==> src/rtl/mem_arbiter_if.sv <==
// mem_arbiter_if: fetch, MEM-stage and shared memory port signals of the memory arbiter.
interface mem_arbiter_if;
    logic        if_req;
    logic [31:0] if_addr;
    logic [31:0] if_rdata;
    logic        if_stall;
    logic        dm_read;
    logic        dm_write;
    logic [31:0] dm_addr;
    logic [31:0] dm_wdata;
    logic [31:0] dm_rdata;
    logic        dm_stall;
    logic        mem_req;
    logic        mem_we;
    logic [31:0] mem_addr;
    logic [31:0] mem_wdata;
    logic        mem_ready;
    logic [31:0] mem_rdata;

    modport master (
        input  if_req, if_addr, dm_read, dm_write, dm_addr, dm_wdata, mem_ready, mem_rdata,
        output if_rdata, if_stall, dm_rdata, dm_stall, mem_req, mem_we, mem_addr, mem_wdata
    );

    modport slave (
        output if_req, if_addr, dm_read, dm_write, dm_addr, dm_wdata, mem_ready, mem_rdata,
        input  if_rdata, if_stall, dm_rdata, dm_stall, mem_req, mem_we, mem_addr, mem_wdata
    );
endinterface

==> src/rtl/mem_arbiter.sv <==
// mem_arbiter: shares one memory port between instruction fetch and the MEM stage, data first.
module mem_arbiter (
    input logic           clk,
    input logic           rst,
    mem_arbiter_if.master bus
);
    typedef enum logic [2:0] {IDLE, IBUSY, DBUSY, IDONE, DDONE} state_t;

    state_t      state_q, state_d;
    logic        mem_req_q, mem_req_d;
    logic        mem_we_q, mem_we_d;
    logic [31:0] mem_addr_q, mem_addr_d;
    logic [31:0] mem_wdata_q, mem_wdata_d;
    logic [31:0] if_rdata_q, if_rdata_d;
    logic [31:0] dm_rdata_q, dm_rdata_d;
    logic        dm_any;

    assign dm_any = bus.dm_read | bus.dm_write;

    always_comb begin
        state_d     = state_q;
        mem_req_d   = mem_req_q;
        mem_we_d    = mem_we_q;
        mem_addr_d  = mem_addr_q;
        mem_wdata_d = mem_wdata_q;
        if_rdata_d  = if_rdata_q;
        dm_rdata_d  = dm_rdata_q;
        case (state_q)
            IDLE: begin
                if (dm_any) begin
                    state_d     = DBUSY;
                    mem_req_d   = 1'b1;
                    mem_we_d    = bus.dm_write;
                    mem_addr_d  = bus.dm_addr;
                    mem_wdata_d = bus.dm_wdata;
                end else if (bus.if_req) begin
                    state_d    = IBUSY;
                    mem_req_d  = 1'b1;
                    mem_we_d   = 1'b0;
                    mem_addr_d = bus.if_addr;
                end
            end
            IBUSY: begin
                if (bus.mem_ready) begin
                    state_d    = IDONE;
                    mem_req_d  = 1'b0;
                    if_rdata_d = bus.mem_rdata;
                end
            end
            DBUSY: begin
                if (bus.mem_ready) begin
                    state_d    = DDONE;
                    mem_req_d  = 1'b0;
                    dm_rdata_d = mem_we_q ? dm_rdata_q : bus.mem_rdata;
                end
            end
            default: state_d = IDLE;
        endcase
    end

    always_ff @(posedge clk or negedge rst) begin
        if (!rst) begin
            state_q     <= IDLE;
            mem_req_q   <= 1'b0;
            mem_we_q    <= 1'b0;
            mem_addr_q  <= '0;
            mem_wdata_q <= '0;
            if_rdata_q  <= '0;
            dm_rdata_q  <= '0;
        end else begin
            state_q     <= state_d;
            mem_req_q   <= mem_req_d;
            mem_we_q    <= mem_we_d;
            mem_addr_q  <= mem_addr_d;
            mem_wdata_q <= mem_wdata_d;
            if_rdata_q  <= if_rdata_d;
            dm_rdata_q  <= dm_rdata_d;
        end
    end

    // A fetch is released only when the completed word belongs to the address now requested.
    assign bus.if_stall  = bus.if_req & ~(state_q == IDONE && bus.if_addr == mem_addr_q);
    assign bus.dm_stall  = dm_any & (state_q != DDONE);
    assign bus.mem_req   = mem_req_q;
    assign bus.mem_we    = mem_we_q;
    assign bus.mem_addr  = mem_addr_q;
    assign bus.mem_wdata = mem_wdata_q;
    assign bus.if_rdata  = if_rdata_q;
    assign bus.dm_rdata  = dm_rdata_q;
endmodule

==> src/flat_wrapper.sv <==
// flat-port wrapper written by rule: the top's interface ports become plain ports
module mem_arbiter_flat 
  (clk, rst, bus_if_req, bus_if_addr, bus_dm_read, bus_dm_write, bus_dm_addr, bus_dm_wdata, bus_mem_ready, bus_mem_rdata, bus_if_rdata, bus_if_stall, bus_dm_rdata, bus_dm_stall, bus_mem_req, bus_mem_we, bus_mem_addr, bus_mem_wdata);
  mem_arbiter_if bus_i ();
  input logic clk;
  input logic rst;
  input wire logic [$bits(bus_i.if_req)-1:0] bus_if_req;
  input wire logic [$bits(bus_i.if_addr)-1:0] bus_if_addr;
  input wire logic [$bits(bus_i.dm_read)-1:0] bus_dm_read;
  input wire logic [$bits(bus_i.dm_write)-1:0] bus_dm_write;
  input wire logic [$bits(bus_i.dm_addr)-1:0] bus_dm_addr;
  input wire logic [$bits(bus_i.dm_wdata)-1:0] bus_dm_wdata;
  input wire logic [$bits(bus_i.mem_ready)-1:0] bus_mem_ready;
  input wire logic [$bits(bus_i.mem_rdata)-1:0] bus_mem_rdata;
  output wire logic [$bits(bus_i.if_rdata)-1:0] bus_if_rdata;
  output wire logic [$bits(bus_i.if_stall)-1:0] bus_if_stall;
  output wire logic [$bits(bus_i.dm_rdata)-1:0] bus_dm_rdata;
  output wire logic [$bits(bus_i.dm_stall)-1:0] bus_dm_stall;
  output wire logic [$bits(bus_i.mem_req)-1:0] bus_mem_req;
  output wire logic [$bits(bus_i.mem_we)-1:0] bus_mem_we;
  output wire logic [$bits(bus_i.mem_addr)-1:0] bus_mem_addr;
  output wire logic [$bits(bus_i.mem_wdata)-1:0] bus_mem_wdata;
  assign bus_i.if_req = bus_if_req;
  assign bus_i.if_addr = bus_if_addr;
  assign bus_i.dm_read = bus_dm_read;
  assign bus_i.dm_write = bus_dm_write;
  assign bus_i.dm_addr = bus_dm_addr;
  assign bus_i.dm_wdata = bus_dm_wdata;
  assign bus_i.mem_ready = bus_mem_ready;
  assign bus_i.mem_rdata = bus_mem_rdata;
  assign bus_if_rdata = bus_i.if_rdata;
  assign bus_if_stall = bus_i.if_stall;
  assign bus_dm_rdata = bus_i.dm_rdata;
  assign bus_dm_stall = bus_i.dm_stall;
  assign bus_mem_req = bus_i.mem_req;
  assign bus_mem_we = bus_i.mem_we;
  assign bus_mem_addr = bus_i.mem_addr;
  assign bus_mem_wdata = bus_i.mem_wdata;
  mem_arbiter u_core (.clk(clk), .rst(rst), .bus(bus_i));
endmodule
==> config.mk <==
export PLATFORM = sky130hd
export DESIGN_NAME = mem_arbiter_flat
export DESIGN_NICKNAME = d
export VERILOG_FILES = /design/src/rtl/mem_arbiter_if.sv /design/src/rtl/mem_arbiter.sv /design/src/flat_wrapper.sv
export SDC_FILE = /design/constraint.sdc
export NUM_CORES = 1
export LEC_CHECK = 0
export CORE_MARGIN = 4
export CORE_UTILIZATION = 30
export CTS_CLUSTER_DIAMETER = 120
export DETAILED_ROUTE_END_ITERATION = 12
export SLEW_MARGIN = 10
export SYNTH_ARGS = -nofsm -noshare
export SYNTH_HDL_FRONTEND = slang
export SYNTH_SLANG_ARGS = --single-unit
==> constraint.sdc <==
create_clock -name clk -period 1.55 [get_ports clk]
set_input_delay 0.31 -clock clk [delete_from_list [all_inputs] [get_ports clk]]
set_output_delay 0.31 -clock clk [all_outputs]
set_load 0.02 [all_outputs]
==> results.toml, run 1 <==
[floorplan]
rows = 50
ios = 266
initial_core_util_pct = 30.80
die_y_microns = 147.1
dieWidth_microns = 147.1
core_area_sq_um = 18830
die_area_sq_um = 21620

[placed_design]
gp_congestion = 0.8426
dp_hpwl_microns = 12660
pre_cts_ws_ns = -1.206
io_buffers = 265

[grt]
globalRouteOverflowTotal = 0
grt.total_usage_pct = 17.80
grt_max_degree = 42
grt_pass1_vias = 5308
grt_pass1_wl_microns = 30170
antenna_found_initial = 1

[timing]
fin_crit_sh_pct = 152.4
layout_min_cycle_time_ns = 2.363
rsz0062_at_grt = "yes"
layout_setup_ws_ns = -0.8128
worst_hold_slack_ns = 0.3654
fin_skew_ns = 0.01142
timing.fmax_ghz = 0.4232
relSlewSlack_pct = 75.29
tns_ns = -29.99
finalSetupViolCount = 131
tightest_slew_ns = 0.3706
hold_viol = 0
slew_violations = 0

[clock_network]
cts_buffers = 17
root_buffer = "clkbuf_16"
cts_sinks = 133
cts_buffer_depth = 2
htreeDepth = 4
clk_latency_ns = 0.41
cts_tree = "built"
path_clk_slew_ns = 0.06

[drt]
route.detailed.drc = 0
num_vias = 4718
via_per_inst = 4.523
drt-pass1-iter-count = 4
drt_iter0_drc = 126
ant_nets = 0
wl_per_cell_microns = 18.43
wirelength_microns = 19220

[cells_and_area]
fin_util_pct = 55.37
final_common_cell = "clkdlybuf4s50_1"
finalNetCount = 906
drive_above_1_share_pct = 36.57
most-common-layout-cells = "131 x clkdlybuf4s50_1, 127 x dfrtp_1, 100 x dlygate4sd2_1, 64 x mux2_4, 49 x buf_4"
fillers = 1604
multi_input_area_sq_um = 2545
seq_area_sq_um = 3336
syn_to_final_growth_pct = 79.74

[power_and_ir_drop]
design_power_total_uw = 22200
power.density_nw_per_um2 = 2129
p_leak_uw = 0.004670
vdd_ir_drop_max_mv = 0.9963

[synthesis]
ys_seq_area_share_pct = 57.38
synth_area_leaders = "dfrtp_1 57%, mux2_2 12%, mux2_4 7.8%"
ys_warn_count = 0
syn_area_per_cell_sq_um = 13.94
syn-cell-area_sq_um = 5801
ys_types = 28
synth_edf_count = 0
synth.net_count = 550
ys_ff_latch = 133
syn_inst = 416
synth.top_cell.area_share_pct = 57.38
ys.flop_type = "dfrtp_1"
synth_area_leader_cell = "dfrtp_1"
ys_async_sr_fraction_pct = 100.0

[critical_path]
crit_slowest_cell = "dfrtp_1"
path_class = "reg -> out"
crit_chain = "xor2_1, nor4_2, buf_4, nand4_1, o31a_1, buf_2"
cp.required_ns = 1.24
setup.worst_path.start_class = "flip-flop"
arrival_ns = 2.05
slowest_delay_ns = 0.40
crit_fanout = 2
cp-end-kind = "output pin"
cp_num_buf_inv = 2
critPathTopFamily = "simple AND/OR/NAND/NOR gates"

[worst_hold_path]
hold_path.class = "in -> async"

[outcome]
violations = "setup timing"
run_status = "complete, but fails checks"

[job]
maxCapViolCount = 0
-- flip-flops by register name, summed over array words and instances, names as in the netlist --
signal	count
u_core.bus.mem_req	1
u_core.bus.dm_rdata	32
u_core.bus.mem_we	1
u_core.bus.if_rdata	32
u_core.state_q	3
u_core.bus.mem_addr	32
u_core.bus.mem_wdata	32
-- area by class of cell --
type	instances	share of cell area (%)
Tap cell	260	3.120
Inverter	3	0.1080
Sequential cell	133	31.99
Timing Repair Buffer	358	34.73
Antenna cell	1	0.02400
Clock buffer	20	4.380
Multi-Input combinational cell	259	24.41
Clock inverter	9	1.236
-- stage by stage --
step / cell area (sq um) / std cells
3_5_place_dp: 9191 / 976
4_1_cts: 10510 / 1039
5_1_grt: 10430 / 1043
6_report: 10430 / 1043
3_3_place_gp: 9191 / 976
2_1_floorplan: 5808 / 416
-- synthesized netlist by cell type (4+ instances only) --
| cell type | number |
|---|---|
| a21oi_1 | 37 |
| buf_2 | 12 |
| buf_4 | 5 |
| dfrtp_1 | 133 |
| mux2_2 | 64 |
| mux2_4 | 30 |
| mux2i_1 | 32 |
| nor2_1 | 33 |
| nor3_1 | 4 |
| nor4_1 | 7 |
| o21ai_0 | 4 |
| xor2_1 | 29 |
-- routing by layer --
layer / global-route usage [%] / part of all wire [%] / wire (microns) / vias to the layer above
met2: 30.18 / 50 / 9660 / 197
met3: 6.570 / 8.1 / 1549 / 19
met4: 4.846 / 1.5 / 294 / 0
met1: 21.40 / 40 / 7717 / 2333
li1: - / - / - / 2169
met5: 0 / 0 / 0 / -
-- worst paths after layout --
| kind | startpoint | endpoint | slack (ns) | depth (start not counted) |
|---|---|---|---|---|
| worst min-delay path | rst | u_core.bus.dm_rdata[8] | 0.37 | 2 |
| worst min register to register | u_core.bus.mem_wdata[24] | u_core.bus.mem_wdata[24] | 0.50 | 1 |
| worst max-delay path | u_core.bus.mem_addr[25] | bus_if_stall | -0.81 | 6 |
| min in group clk | bus_dm_write | u_core.bus.mem_we | 0.43 | 3 |
| max in group asynchronous | rst | u_core.bus.mem_addr[3] | 0.62 | 3 |
| worst max register to register | u_core.state_q[1] | u_core.bus.mem_wdata[20] | -0.33 | 10 |
-- what timing repair did --
action | CTS | global route
hold buffers | 1 | 0
setup buffers | 20 | 10
endpoints found under the setup margin | 208 | 153
pin swaps | 4 | 4
gates resized for setup | 278 | 43
endpoints found under the hold margin | 30 | 0
gates cloned | 13 | 4
-- power by group --
| part | leakage, uW | internal (uW) | switching (uW) |
|---|---|---|---|
| logic | 0.00283 | 6270 | 5650 |
| clock network | 0.000284 | 2580 | 1460 |
| registers | 0.00155 | 5240 | 985 |
-- worst register-to-register path, cell delays in order, from the launching register on --
cell       delay, ns
dfrtp_1         0.39
buf_6           0.12
buf_6           0.10
buf_6           0.12
buf_4           0.13
nor3_2          0.09
buf_4           0.13
buf_4           0.11
o21ai_4         0.10
clkbuf_16       0.20
mux2_2          0.27
-- logic make-up after synthesis --
kind of cell	synth area share, %
compound gates	3.775
flops	57.38
simple gates	4.810
mux	26.10
xor+xnor	4.832
buf+inv	3.106
Power figures use the tool's default switching activity.
==> inputs of run 2 (changes only) <==
--- a/config.mk
+++ b/config.mk
@@ -9,7 +9,7 @@
 export CORE_UTILIZATION = 30
 export CTS_CLUSTER_DIAMETER = 120
 export DETAILED_ROUTE_END_ITERATION = 12
-export SLEW_MARGIN = 10
+export SLEW_MARGIN = 20
 export SYNTH_ARGS = -nofsm -noshare
 export SYNTH_HDL_FRONTEND = slang
 export SYNTH_SLANG_ARGS = --single-unit
==> results of run 2 <==
Final layout, timing and power as in run 1 (identical DEF).
